[src/rtl/sar_scan_sequencer.sv]
// sar_scan_sequencer: periodic multi-channel scan scheduler
// for an 8-bit SAR converter with per-channel averaging.
module sar_scan_sequencer #(
    parameter int NCH         = 4,
    parameter int CHW         = 2,
    parameter int SETTLE_CYC  = 4,
    parameter int AVG_LOG2    = 2,
    parameter int TIMEOUT_CYC = 64
) (
    input  logic             clk,
    input  logic             rst,
    input  logic             en,
    input  logic [NCH-1:0]   ch_mask,
    input  logic [15:0]      period,
    input  logic             clr_err,
    input  logic [7:0]       sar_in,
    input  logic             eoc_in,
    output logic             cnvst,
    output logic [CHW-1:0]   mux_sel,
    output logic [7:0]       res_data,
    output logic [CHW-1:0]   res_ch,
    output logic             res_valid,
    input  logic             res_ready,
    output logic             busy,
    output logic             timeout_err,
    output logic             overrun_err
);

    localparam int AW = 8 + AVG_LOG2;
    localparam int SW = AVG_LOG2 + 1;
    localparam int TW = $clog2(TIMEOUT_CYC + 1);

    localparam logic [7:0]    SETTLE_LAST = 8'(SETTLE_CYC - 1);
    localparam logic [SW-1:0] SMP_LAST    = SW'((1 << AVG_LOG2) - 1);
    localparam logic [TW-1:0] TO_LAST     = TW'(TIMEOUT_CYC - 1);

    typedef enum logic [2:0] {
        IDLE,
        SETTLE,
        START,
        WAIT_EOC,
        OUTPUT,
        NEXT
    } state_t;

    state_t         state;
    logic [15:0]    tmr;
    logic           tmr_load;
    logic           tick;
    logic [NCH-1:0] scan_mask;
    logic [CHW-1:0] ch;
    logic [AW-1:0]  acc;
    logic [AW-1:0]  sum;
    logic [SW-1:0]  smp;
    logic [7:0]     settle_cnt;
    logic [TW-1:0]  to_cnt;
    logic           first_ok;
    logic [CHW-1:0] first_ch;
    logic           next_ok;
    logic [CHW-1:0] next_ch;

    // First cycle after reset only loads the timer, so no spurious tick.
    assign tick = en & ~tmr_load & (tmr == 16'd0);
    assign sum  = acc + AW'(sar_in);

    // Lowest set bit of the live mask, and next higher bit of the scan mask.
    always_comb begin
        first_ok = 1'b0;
        first_ch = '0;
        next_ok  = 1'b0;
        next_ch  = '0;
        for (int i = NCH - 1; i >= 0; i--) begin
            if (ch_mask[i]) begin
                first_ok = 1'b1;
                first_ch = CHW'(i);
            end
            if (scan_mask[i] && (CHW'(i) > ch)) begin
                next_ok = 1'b1;
                next_ch = CHW'(i);
            end
        end
    end

    // Scan period down-counter, held at reload while disabled.
    always_ff @(posedge clk or posedge rst) begin
        if (rst) begin
            tmr      <= '0;
            tmr_load <= 1'b1;
        end else begin
            tmr_load <= 1'b0;
            if (!en || tmr_load || tmr == 16'd0) begin
                tmr <= period;
            end else begin
                tmr <= tmr - 16'd1;
            end
        end
    end

    // Scan sequencer FSM with registered outputs and sticky error flags.
    always_ff @(posedge clk or posedge rst) begin
        if (rst) begin
            state       <= IDLE;
            scan_mask   <= '0;
            ch          <= '0;
            acc         <= '0;
            smp         <= '0;
            settle_cnt  <= '0;
            to_cnt      <= '0;
            cnvst       <= 1'b0;
            mux_sel     <= '0;
            res_data    <= '0;
            res_ch      <= '0;
            res_valid   <= 1'b0;
            busy        <= 1'b0;
            timeout_err <= 1'b0;
            overrun_err <= 1'b0;
        end else begin
            cnvst <= 1'b0;
            if (clr_err) begin
                timeout_err <= 1'b0;
                overrun_err <= 1'b0;
            end
            if (tick && state != IDLE) begin
                overrun_err <= 1'b1;
            end
            case (state)
                IDLE: begin
                    if (tick && first_ok) begin
                        scan_mask  <= ch_mask;
                        ch         <= first_ch;
                        mux_sel    <= first_ch;
                        settle_cnt <= '0;
                        busy       <= 1'b1;
                        state      <= SETTLE;
                    end
                end
                SETTLE: begin
                    if (settle_cnt == SETTLE_LAST) begin
                        cnvst <= 1'b1;
                        state <= START;
                    end else begin
                        settle_cnt <= settle_cnt + 8'd1;
                    end
                end
                START: begin
                    to_cnt <= '0;
                    state  <= WAIT_EOC;
                end
                WAIT_EOC: begin
                    if (eoc_in) begin
                        acc <= sum;
                        smp <= smp + SW'(1);
                        if (smp == SMP_LAST) begin
                            res_data  <= 8'(sum >> AVG_LOG2);
                            res_ch    <= ch;
                            res_valid <= 1'b1;
                            state     <= OUTPUT;
                        end else begin
                            cnvst <= 1'b1;
                            state <= START;
                        end
                    end else if (to_cnt == TO_LAST) begin
                        timeout_err <= 1'b1;
                        state       <= NEXT;
                    end else begin
                        to_cnt <= to_cnt + TW'(1);
                    end
                end
                OUTPUT: begin
                    if (res_ready) begin
                        res_valid <= 1'b0;
                        state     <= NEXT;
                    end
                end
                NEXT: begin
                    acc <= '0;
                    smp <= '0;
                    if (next_ok) begin
                        ch         <= next_ch;
                        mux_sel    <= next_ch;
                        settle_cnt <= '0;
                        state      <= SETTLE;
                    end else begin
                        busy  <= 1'b0;
                        state <= IDLE;
                    end
                end
                default: state <= IDLE;
            endcase
        end
    end

endmodule

[config.mk]
export PLATFORM = sky130hd
export DESIGN_NAME = sar_scan_sequencer
export DESIGN_NICKNAME = d
export VERILOG_FILES = /design/src/rtl/sar_scan_sequencer.sv
export SDC_FILE = /design/constraint.sdc
export NUM_CORES = 1
export LEC_CHECK = 0
export ABC_AREA = 1
export CAP_MARGIN = 20
export CORE_MARGIN = 3
export CORE_UTILIZATION = 40
export CTS_CLUSTER_SIZE = 8
export DETAILED_ROUTE_END_ITERATION = 16
export REMOVE_ABC_BUFFERS = 1
export SLEW_MARGIN = 20
export SYNTH_ARGS = -nofsm -noshare
export SYNTH_HDL_FRONTEND = slang
export SYNTH_SLANG_ARGS = --single-unit
[constraint.sdc]
create_clock -name clk -period 3.7 [get_ports clk]
set_input_delay 0.74 -clock clk [delete_from_list [all_inputs] [get_ports clk]]
set_output_delay 0.74 -clock clk [all_outputs]
set_load 0.02 [all_outputs]
* Word level (Yosys, flattened, before mapping)
Cells that the tools add are included. W data, S select, Z words.
Storage, ports and cells: output and inout port bits 17, bits in registers 69, word-level logic and storage cells 130, input bits 34
Cells by class: eq/ne operators 19, reductions and logical operators 27, bitwise logic cells 3, mux-type cells 56, $lt $le $gt $ge 4, add/sub/neg operators 5
Operators by type and width (count):
- $mux W8 | 3
- $pmux W8 S3 | 1
- $mux W1 | 23
- $mux W3 | 7
- $mux W2 | 10
- $ne A2 B2 Y1 const B | 10
- $pmux W10 S2 | 1
- $pmux W3 S6 | 1
- $logic_not A16 Y1 | 1
- $mux W16 | 1
- $sub A16 B1 Y16 const B | 1
- $mux W7 | 2
- $pmux W7 S2 | 1
- $reduce_and A3 Y1 | 4
- $reduce_and A4 Y1 | 3
- $add A10 B8 Y10 | 1
- $mux W10 | 1
- $reduce_bool A2 Y1 | 5
- $eq A3 B2 Y1 const B | 3
- $add A8 B1 Y8 const B | 1
- $eq A8 B2 Y1 const B | 1
- $add A7 B1 Y7 const B | 1
- $eq A7 B6 Y1 const B | 1
- $eq A3 B3 Y1 const B | 2
- 16 further kinds | 29

* Longest topological paths before layout
Gate-level depths: netlist of the first run.
depth in word-level cells 8, mapped depth 10, mapped depth without buffers 10

* Least setup slack after synthesis of the first run
Ideal clock, no wire load.
path type input-to-reg, start point input port sar_in[0], end point register acc[6], buffers on the path 0, setup time 117 ps, required time 3583 ps, stages on the path 9, arrival 2007 ps, slack 1576 ps, cell sequence ha_1 inv_1 fa_1 o21ai_0 nand3_1 nand2_1 nand2_1 nand3_1 nand2_1
On the way: word-level cells in the longest chain between the ends 3
RTL lines:
- from (decl) | line 16 | input logic [7:0] sar_in,
- $add A10 B8 Y10 | line 64 | assign sum = acc + AW'(sar_in);
- $mux W10 | line 150 | if (eoc_in) begin
- $pmux W10 S2 | line 126 | case (state)
- to (signal assigned) | line 151 | acc <= sum;
- to (decl) | line 52 | logic [AW-1:0] acc;
Every way passes these cells. The select of a mux whose other input is x is not followed. A chain may end at the register's enable or synchronous reset.

* Worst setup path after layout of the first run
start point input port sar_in[0], end point register res_data[4]
On the way: word-level cells in the longest chain between the ends 1
RTL lines:
- $add A10 B8 Y10 | line 64
- to (signal assigned) | line 154 | res_data <= 8'(sum >> AVG_LOG2);
- to (decl) | line 20 | output logic [7:0] res_data,
Every way passes these cells.

==> metrics.txt, run 1 <==
# TYPE chip_impl_metric gauge
chip_impl_metric{name="final_area",unit="mm^2"} 0.004785
chip_impl_metric{name="syn_area",unit="mm^2"} 0.003960
chip_impl_metric{name="first_pass_iters",unit=""} 4
chip_impl_metric{name="final.period_utilization",unit=""} 0.7041
chip_impl_metric{name="antennaDiodeCount",unit=""} 0
chip_impl_metric{name="distinct_cell_type_count_of_the_synthesized_netlist",unit=""} 36
chip_impl_metric{name="postSynthRegisterBits",unit=""} 68
chip_impl_metric{name="cts_setup_buffers",unit=""} 0
chip_impl_metric{name="worst_pin_slew",unit="ps"} 893.9
chip_impl_info{name="ys_dominant_reg_cell",value="sky130_fd_sc_hd__dfrtp_1"} 1
chip_impl_metric{name="place_area",unit="mm^2"} 0.004622
chip_impl_metric{name="critical_path.n_buffers_inverters",unit=""} 2
chip_impl_metric{name="report.final.hold_viol_count",unit=""} 0
chip_impl_info{name="critPathCaptureType",value="register"} 1
chip_impl_info{name="timing.critical_path.from_type",value="input port"} 1
chip_impl_info{name="timing.hold.worst_endpoint",value="res_valid$_DFFE_PP0P_"} 1
chip_impl_metric{name="power.share.switching",unit=""} 0.4020
chip_impl_metric{name="sequential_fraction_of_the_synthesis_area",unit=""} 0.4300
chip_impl_metric{name="power_switching",unit="uW"} 1119
chip_impl_metric{name="max-clock-path-buffers",unit=""} 2
chip_impl_info{name="regToRegStartpoint",value="tmr[0]$_DFF_PP0_"} 1
chip_impl_metric{name="rd_place_congestion",unit=""} 0.8927
chip_impl_metric{name="final-setup-viol-count",unit=""} 0
chip_impl_metric{name="finalNetCount",unit=""} 636
chip_impl_metric{name="synth_warn",unit=""} 0
chip_impl_metric{name="rrSetupSlack",unit="ps"} 1430
chip_impl_metric{name="cts_htree_levels",unit=""} 3
chip_impl_metric{name="drive_gt1_frac",unit=""} 0.06419
chip_impl_metric{name="route.final.wire_length",unit="um"} 8654
chip_impl_metric{name="syn2layout_area_growth",unit="%"} 20.82
chip_impl_metric{name="design.die.area",unit="mm^2"} 0.01113
chip_impl_metric{name="row_count",unit=""} 35
chip_impl_metric{name="count_of_cells_along_the_worst_hold_path",unit=""} 2
chip_impl_metric{name="cts.repair.resized",unit=""} 0
chip_impl_metric{name="number_of_enable_type_register_cells_in_the_synthesized_netlist",unit=""} 0
chip_impl_info{name="outcome",value="completed"} 1
chip_impl_metric{name="numCtsBuffers",unit=""} 9
chip_impl_metric{name="total_half_perimeter_wirelength_after_legalization_and_detailed_placement",unit="um"} 6413
chip_impl_info{name="rsz0062_at_grt",value="no"} 1
chip_impl_metric{name="power_frac_comb",unit=""} 0.413
chip_impl_metric{name="wl_per_cell",unit="um"} 12.00
chip_impl_metric{name="fillers",unit=""} 942
chip_impl_metric{name="numPortBuffers",unit=""} 50
chip_impl_info{name="clockRootBuffer",value="sky130_fd_sc_hd__clkbuf_8"} 1
chip_impl_metric{name="power_frac_seq",unit=""} 0.394
chip_impl_metric{name="drv_cap",unit=""} 0
chip_impl_metric{name="floorplan.io_pins",unit=""} 51
chip_impl_metric{name="cts.clk_slew.worst_paths",unit="ps"} 70
chip_impl_metric{name="track_usage",unit=""} 0.1661
chip_impl_info{name="timing.critical_path.cells",value="clkdlybuf4s50_1, ha_1, inv_1, fa_1, o21ai_0, nand3_1, nand2_1, nand2_1, nand3_1, nand2_1"} 1
chip_impl_metric{name="initial_utilization",unit=""} 0.4206
chip_impl_metric{name="drc",unit=""} 0
chip_impl_metric{name="final_period_minus_worst_setup_slack",unit="ps"} 2605
chip_impl_info{name="crit-reg2reg-capture",value="tmr[11]$_DFF_PP0_"} 1
chip_impl_metric{name="grt_max_degree",unit=""} 69
chip_impl_metric{name="clock_insertion_delay_worst_skew",unit="ps"} 340
chip_impl_info{name="critPathKind",value="input port to register"} 1
chip_impl_metric{name="p_int",unit="uW"} 1665
chip_impl_metric{name="power_density",unit="mW/mm^2"} 581.9
chip_impl_metric{name="drt-initial-drc-count",unit=""} 123
chip_impl_metric{name="timing.clock.skew",unit="ps"} 11.79
chip_impl_metric{name="cts_hold_buffers",unit=""} 0
chip_impl_metric{name="clock_power_share",unit=""} 0.193
chip_impl_info{name="crit_top_cell",value="sky130_fd_sc_hd__nand2_1"} 1
chip_impl_metric{name="antenna_violating_nets_post_route",unit=""} 0
chip_impl_info{name="holdCritPathClass",value="register to register"} 1
chip_impl_metric{name="fp.dieW",unit="um"} 105.5
chip_impl_metric{name="async_flop_share",unit=""} 1.000
chip_impl_metric{name="grt_total_ovfl",unit=""} 0
chip_impl_info{name="cts_tree",value="yes"} 1
chip_impl_metric{name="report.final.slew_viol_count",unit=""} 0
chip_impl_info{name="worst_hold_startpoint",value="res_valid$_DFFE_PP0P_"} 1
chip_impl_metric{name="routed-via-count",unit=""} 3453
chip_impl_info{name="crit_family",value="adder cells"} 1
chip_impl_metric{name="p_leak",unit="uW"} 0.002416
chip_impl_metric{name="synthesis.instances",unit=""} 529
chip_impl_metric{name="arrival",unit="ps"} 2830
chip_impl_metric{name="dp_worst_setup_slack",unit="ps"} 766.0
chip_impl_metric{name="post_drt_via_cell_ratio",unit=""} 4.789
chip_impl_metric{name="irDropWorstVdd",unit="uV"} 224.5
chip_impl_metric{name="first_global_vias",unit=""} 3413
chip_impl_metric{name="cts.sink_count",unit=""} 68
chip_impl_metric{name="first_pass_grt_wire_length",unit="um"} 15400
chip_impl_metric{name="antenna_found_initial",unit=""} 0
chip_impl_metric{name="finalWorstSetupSlack",unit="ps"} 1095
chip_impl_metric{name="crit_path_max_fanout",unit=""} 3
chip_impl_info{name="slowest_stage",value="sky130_fd_sc_hd__clkdlybuf4s50_1"} 1
chip_impl_metric{name="timing.max_slew.rel_slack",unit=""} 0.4040
chip_impl_metric{name="crit_path_max_incr_delay",unit="ps"} 470
chip_impl_metric{name="setup-tns-final",unit="ps"} 0
chip_impl_metric{name="design.core.area",unit="mm^2"} 0.009415
chip_impl_metric{name="required",unit="ps"} 3920
chip_impl_metric{name="timing.fmax",unit="MHz"} 383.8
chip_impl_metric{name="path_depth_of_the_worst_reg2reg_path",unit=""} 9
chip_impl_metric{name="chipHeight",unit="um"} 105.5
chip_impl_metric{name="synth_area_per_cell",unit="um^2"} 7.486
registers in the layout, summed over array words and instances (netlist names):
register,count
scan_mask,3
state,3
tmr_load,1
overrun_err,1
res_valid,1
to_cnt,7
acc,10
busy,1
res_ch,2
tmr,16
timeout_err,1
smp,3
ch,2
cnvst,1
res_data,8
settle_cnt,8
cell usage in the layout (no fill, tap or decap), types with 9 or more instances in the layout:
master                            instances
sky130_fd_sc_hd__nand2_1                170
sky130_fd_sc_hd__dfrtp_1                 67
sky130_fd_sc_hd__inv_1                   63
sky130_fd_sc_hd__nor2_1                  53
sky130_fd_sc_hd__clkdlybuf4s50_1         50
sky130_fd_sc_hd__nand3_1                 47
sky130_fd_sc_hd__o21ai_0                 35
sky130_fd_sc_hd__ha_1                    14
sky130_fd_sc_hd__xor2_1                  10
sky130_fd_sc_hd__clkbuf_8                10
sky130_fd_sc_hd__a21oi_1                  9
area by class of cell:
type,instances,area (um^2),share of cell area
Tap cell,129,161.4,0.03373
Inverter,70,262.8,0.05492
Timing Repair Buffer,51,520.5,0.1088
Sequential cell,68,1703,0.3559
Clock inverter,2,10.01,0.002092
Multi-Input combinational cell,387,1974,0.4127
Clock buffer,14,152.6,0.03190
synth_stat cells, drive strengths merged (2+ instances only):
master,count,area share
xor2,10,0.022
nor2,57,0.059
o22ai,3,0.0047
nand3,48,0.064
xnor2,6,0.013
ha,14,0.044
or2,3,0.0047
dfrtp,67,0.42
a21oi,10,0.015
inv,70,0.066
nand4,6,0.011
nor3,4,0.011
nand2,173,0.17
buf,4,0.0051
o21ai,38,0.049
a22o,2,0.0044
nand3b,6,0.011
power by group through the flow:
stage / clock network, uW / registers [uW] / logic (uW)
6_report: 536 / 1100 / 1150
5_1_grt: 588 / 1130 / 1300
4_1_cts: 557 / 1100 / 1160
3_5_place_dp: 0 / 1110 / 1150
3_3_place_gp: 0 / 1110 / 1140
2_1_floorplan: 0 / 1160 / 723
worst register-to-register path: stages, from the launching register on:
cell and delay (ps):
sky130_fd_sc_hd__dfrtp_1 400, sky130_fd_sc_hd__inv_1 110, sky130_fd_sc_hd__ha_1 190, sky130_fd_sc_hd__nand2_1 70
sky130_fd_sc_hd__nor2_1 90, sky130_fd_sc_hd__nand2_1 80, sky130_fd_sc_hd__o21ai_2 720, sky130_fd_sc_hd__inv_1 300
sky130_fd_sc_hd__nand2_1 150, sky130_fd_sc_hd__nand2_1 50
kinds of logic after synthesis:
kind of cell,share of synthesized area
AND/OR/NAND/NOR,0.3292
buffers and inverters,0.07141
flip-flops,0.4300
AO/OA/AOI/OAI,0.08373
XOR/XNOR,0.03539
adder cells (fa/ha/maj),0.04929
other,0.0009470
worst max path at each step:
stage | start | endpoint | slack (ps) | cells after the start
2_1_floorplan | rst | acc[0]$_DFFE_PP0P_ | 1250 | 1
3_3_place_gp | sar_in[0] | res_data[4]$_DFFE_PP0P_ | 860 | 10
3_5_place_dp | sar_in[0] | res_data[4]$_DFFE_PP0P_ | 770 | 10
4_1_cts | sar_in[0] | res_data[4]$_DFFE_PP0P_ | 1120 | 10
5_1_grt | sar_in[0] | res_data[4]$_DFFE_PP0P_ | 910 | 10
6_report | sar_in[0] | res_data[4]$_DFFE_PP0P_ | 1090 | 10
through the flow:
stage | utilization | hold WS (ps) | power, uW | std cells
3_3_place_gp | 0.4909 | 467.4 | 2245 | 705
3_5_place_dp | 0.4909 | 473.8 | 2266 | 705
5_1_grt | 0.5082 | 514.4 | 3018 | 721
2_1_floorplan | - | 453.1 | 1884 | 525
4_1_cts | 0.5082 | 489.3 | 2815 | 721
6_report | 0.5082 | 486.0 | 2784 | 721
per-layer routing:
layer	vias to the layer above	track usage	wire length, um
met3	7	0.03797	414
met5	-	0	0
met2	59	0.2782	4005
met4	0	0.04718	85
met1	1590	0.2155	4148
li1	1797	-	-
Power figures use the tool's default switching activity.
==> run 2, diff against run 1 <==
clock period = 2.2 ns   (was 3.7 ns; I/O delays follow)
==> run 2 against run 1 <==
Clock power up 120%. Clock skew down 4.7 ps. Via count up 0.41%. Final area up 2.9%. Combinational power up 70%. Global-route usage up 0.55 points. Largest power group unchanged.
==> metrics.txt, run 2 (synthesis gave the netlist of run 1 again) <==
# TYPE chip_impl_metric gauge
chip_impl_info{name="outcome",value="completed"} 1
chip_impl_metric{name="final_period_minus_worst_setup_slack",unit="ps"} 1945
chip_impl_metric{name="final-setup-viol-count",unit=""} 0
chip_impl_metric{name="total_half_perimeter_wirelength_after_legalization_and_detailed_placement",unit="um"} 6601
chip_impl_info{name="critPathCaptureType",value="register"} 1
chip_impl_metric{name="design.core.area",unit="mm^2"} 0.009415
chip_impl_metric{name="drv_cap",unit=""} 0
chip_impl_metric{name="wl_per_cell",unit="um"} 11.99
chip_impl_metric{name="initial_utilization",unit=""} 0.4206
chip_impl_metric{name="finalNetCount",unit=""} 646
chip_impl_metric{name="first_pass_iters",unit=""} 4
chip_impl_info{name="layout.cells.most_common",value="sky130_fd_sc_hd__nand2_1"} 1
chip_impl_metric{name="timing.fmax",unit="MHz"} 514.1
chip_impl_metric{name="power_frac_comb",unit=""} 0.394
chip_impl_metric{name="cts_hold_buffers",unit=""} 0
chip_impl_metric{name="required",unit="ps"} 2440
chip_impl_metric{name="p_leak",unit="uW"} 0.002494
chip_impl_metric{name="fin_total_pwr",unit="uW"} 4977
chip_impl_metric{name="first_global_vias",unit=""} 3573
chip_impl_metric{name="route.final.wire_length",unit="um"} 8767
chip_impl_metric{name="numPortBuffers",unit=""} 50
chip_impl_metric{name="arrival",unit="ps"} 2180
chip_impl_metric{name="largest_reg_flops",unit=""} 16
chip_impl_metric{name="track_usage",unit=""} 0.1716
chip_impl_metric{name="post_drt_via_cell_ratio",unit=""} 4.743
chip_impl_metric{name="rd_place_congestion",unit=""} 0.8380
chip_impl_metric{name="report.final.slew_viol_count",unit=""} 0
chip_impl_metric{name="chipHeight",unit="um"} 105.5
chip_impl_metric{name="timing.clock.skew",unit="ps"} 7.112
chip_impl_info{name="timing.critical_path.from_type",value="input port"} 1
chip_impl_metric{name="crit_path_max_fanout",unit=""} 3
chip_impl_info{name="final_cell_mix",value="170 x sky130_fd_sc_hd__nand2_1, 67 x sky130_fd_sc_hd__dfrtp_1, 63 x sky130_fd_sc_hd__inv_1"} 1
chip_impl_metric{name="cts.repair.resized",unit=""} 0
chip_impl_info{name="critPathKind",value="input port to register"} 1
chip_impl_metric{name="timing.max_slew.rel_slack",unit=""} 0.6418
chip_impl_metric{name="drt-initial-drc-count",unit=""} 122
chip_impl_metric{name="cts_htree_levels",unit=""} 3
chip_impl_info{name="rsz0062_at_grt",value="no"} 1
chip_impl_metric{name="worst_pin_slew",unit="ps"} 536.7
chip_impl_metric{name="clock_power_share",unit=""} 0.235
chip_impl_metric{name="antennaDiodeCount",unit=""} 0
chip_impl_metric{name="power_switching",unit="uW"} 1919
chip_impl_metric{name="fin_hold_ws",unit="ps"} 400.5
chip_impl_metric{name="first_pass_grt_wire_length",unit="um"} 15860
chip_impl_metric{name="numCtsBuffers",unit=""} 9
chip_impl_metric{name="max-clock-path-buffers",unit=""} 2
chip_impl_info{name="largestRegisters",value="tmr: 16 flops, acc: 10 flops"} 1
chip_impl_metric{name="report.final.hold_viol_count",unit=""} 0
chip_impl_metric{name="final_util",unit=""} 0.5227
chip_impl_metric{name="irDropWorstVdd",unit="uV"} 386.7
chip_impl_info{name="regMostFlops",value="tmr"} 1
chip_impl_metric{name="routed-via-count",unit=""} 3467
chip_impl_metric{name="design.die.area",unit="mm^2"} 0.01113
chip_impl_metric{name="drc",unit=""} 0
chip_impl_metric{name="grt_total_ovfl",unit=""} 0
chip_impl_metric{name="row_count",unit=""} 35
chip_impl_metric{name="power.share.switching",unit=""} 0.3856
chip_impl_metric{name="cts.clk_slew.worst_paths",unit="ps"} 80
chip_impl_metric{name="post_layout_nonfiller_instances",unit=""} 731
chip_impl_metric{name="cts.sink_count",unit=""} 68
chip_impl_metric{name="grt_max_degree",unit=""} 37
chip_impl_info{name="cts_tree",value="yes"} 1
chip_impl_metric{name="place_inst",unit=""} 715
chip_impl_metric{name="syn2layout_area_growth",unit="%"} 24.27
chip_impl_info{name="holdCritPathClass",value="input port to asynchronous set/reset pin"} 1
chip_impl_metric{name="power_frac_seq",unit=""} 0.371
chip_impl_metric{name="drive_gt1_frac",unit=""} 0.08638
chip_impl_metric{name="power_density",unit="mW/mm^2"} 1011
chip_impl_metric{name="floorplan.io_pins",unit=""} 51
chip_impl_metric{name="p_int",unit="uW"} 3058
chip_impl_info{name="clockRootBuffer",value="sky130_fd_sc_hd__clkbuf_8"} 1
chip_impl_metric{name="fillers",unit=""} 930
chip_impl_metric{name="clock_insertion_delay_worst_skew",unit="ps"} 340
chip_impl_metric{name="final.period_utilization",unit=""} 0.8841
chip_impl_metric{name="fp.dieW",unit="um"} 105.5
chip_impl_metric{name="cts_setup_buffers",unit=""} 0
chip_impl_metric{name="antenna_violating_nets_post_route",unit=""} 0
chip_impl_metric{name="antenna_found_initial",unit=""} 0
-- run 2: changes by cell type in the layout (fill, tap and decap cells not counted) --
cell / before / now
sky130_fd_sc_hd__clkinvlp_4: 0 / 1
sky130_fd_sc_hd__clkbuf_1: 4 / 0
sky130_fd_sc_hd__inv_6: 0 / 1
sky130_fd_sc_hd__buf_4: 0 / 10
sky130_fd_sc_hd__bufinv_16: 0 / 2
-- run 2: path summary, 6_finish.rpt --
kind                                       endpoint                    start  cells after the start  slack (ps)
setup / recovery            res_data[4]$_DFFE_PP0P_                sar_in[0]                     11         250
hold / removal             scan_mask[2]$_DFFE_PP0P_                      rst                      2         400
setup reg to reg            res_data[4]$_DFFE_PP0P_       acc[0]$_DFFE_PP0P_                     10         450
hold reg to reg             res_data[5]$_DFFE_PP0P_  res_data[5]$_DFFE_PP0P_                      2         480
max in group asynchronous        acc[0]$_DFFE_PP0P_                      rst                      3        1220
min in group clk            res_data[5]$_DFFE_PP0P_  res_data[5]$_DFFE_PP0P_                      2         480
-- run 2: critical path, stage by stage --
cell and delay, ps:
sky130_fd_sc_hd__clkdlybuf4s50_1 460, sky130_fd_sc_hd__ha_1 170, sky130_fd_sc_hd__inv_1 70, sky130_fd_sc_hd__fa_1 380, sky130_fd_sc_hd__o21ai_0 180, sky130_fd_sc_hd__buf_4 150, sky130_fd_sc_hd__nand3_1 80, sky130_fd_sc_hd__nand2_1 80
sky130_fd_sc_hd__nand2_1 60, sky130_fd_sc_hd__nand3_1 70, sky130_fd_sc_hd__nand2_1 50
-- run 2: metal layers --
metal,wire [um],share of wire,vias to the layer above,global-route usage
li1,-,-,1816,-
met1,4223,0.48,1574,0.2247
met2,4046,0.46,63,0.2791
met3,325,0.037,14,0.03368
met4,171,0.020,0,0.06938
met5,0,0,-,0
-- run 2: final cells by class --
cell class                 instances  area, um^2  share of cell area
inverter                          70       262.8             0.05339
clock inverter                     6       86.33             0.01754
multi-input combinational        387        1974              0.4012
clock buffer                      10       137.6             0.02797
tap                              129       161.4             0.03280
sequential                        68        1703              0.3460
timing repair buffer              61       595.6              0.1210
-- run 2: power groups by stage --
stage / clock network, uW / logic (uW) / registers [uW]
6_report: 1170 / 1960 / 1850
5_1_grt: 1250 / 2270 / 1900
4_1_cts: 1200 / 1990 / 1850
3_5_place_dp: 0 / 1970 / 1870
3_3_place_gp: 0 / 1950 / 1860
2_1_floorplan: 0 / 1220 / 1950
-- run 2: metrics by stage --
| stage | cell area [um^2] | TNS [ps] | setup WS, ps |
|---|---|---|---|
| floorplan | 3940 | 0 | 50.15 |
| global placement | 4697 | -201.9 | -63.66 |
| detailed placement | 4697 | -501.6 | -106.3 |
| CTS | 4921 | 0 | 256.6 |
| global route | 4921 | 0 | 63.48 |
| finish | 4921 | 0 | 254.9 |
==> run 3, diff against run 2 <==
SLEW_MARGIN = default   (was 20)
==> results of run 3 <==
The final DEF is identical to that of run 2; final timing and power are the same.
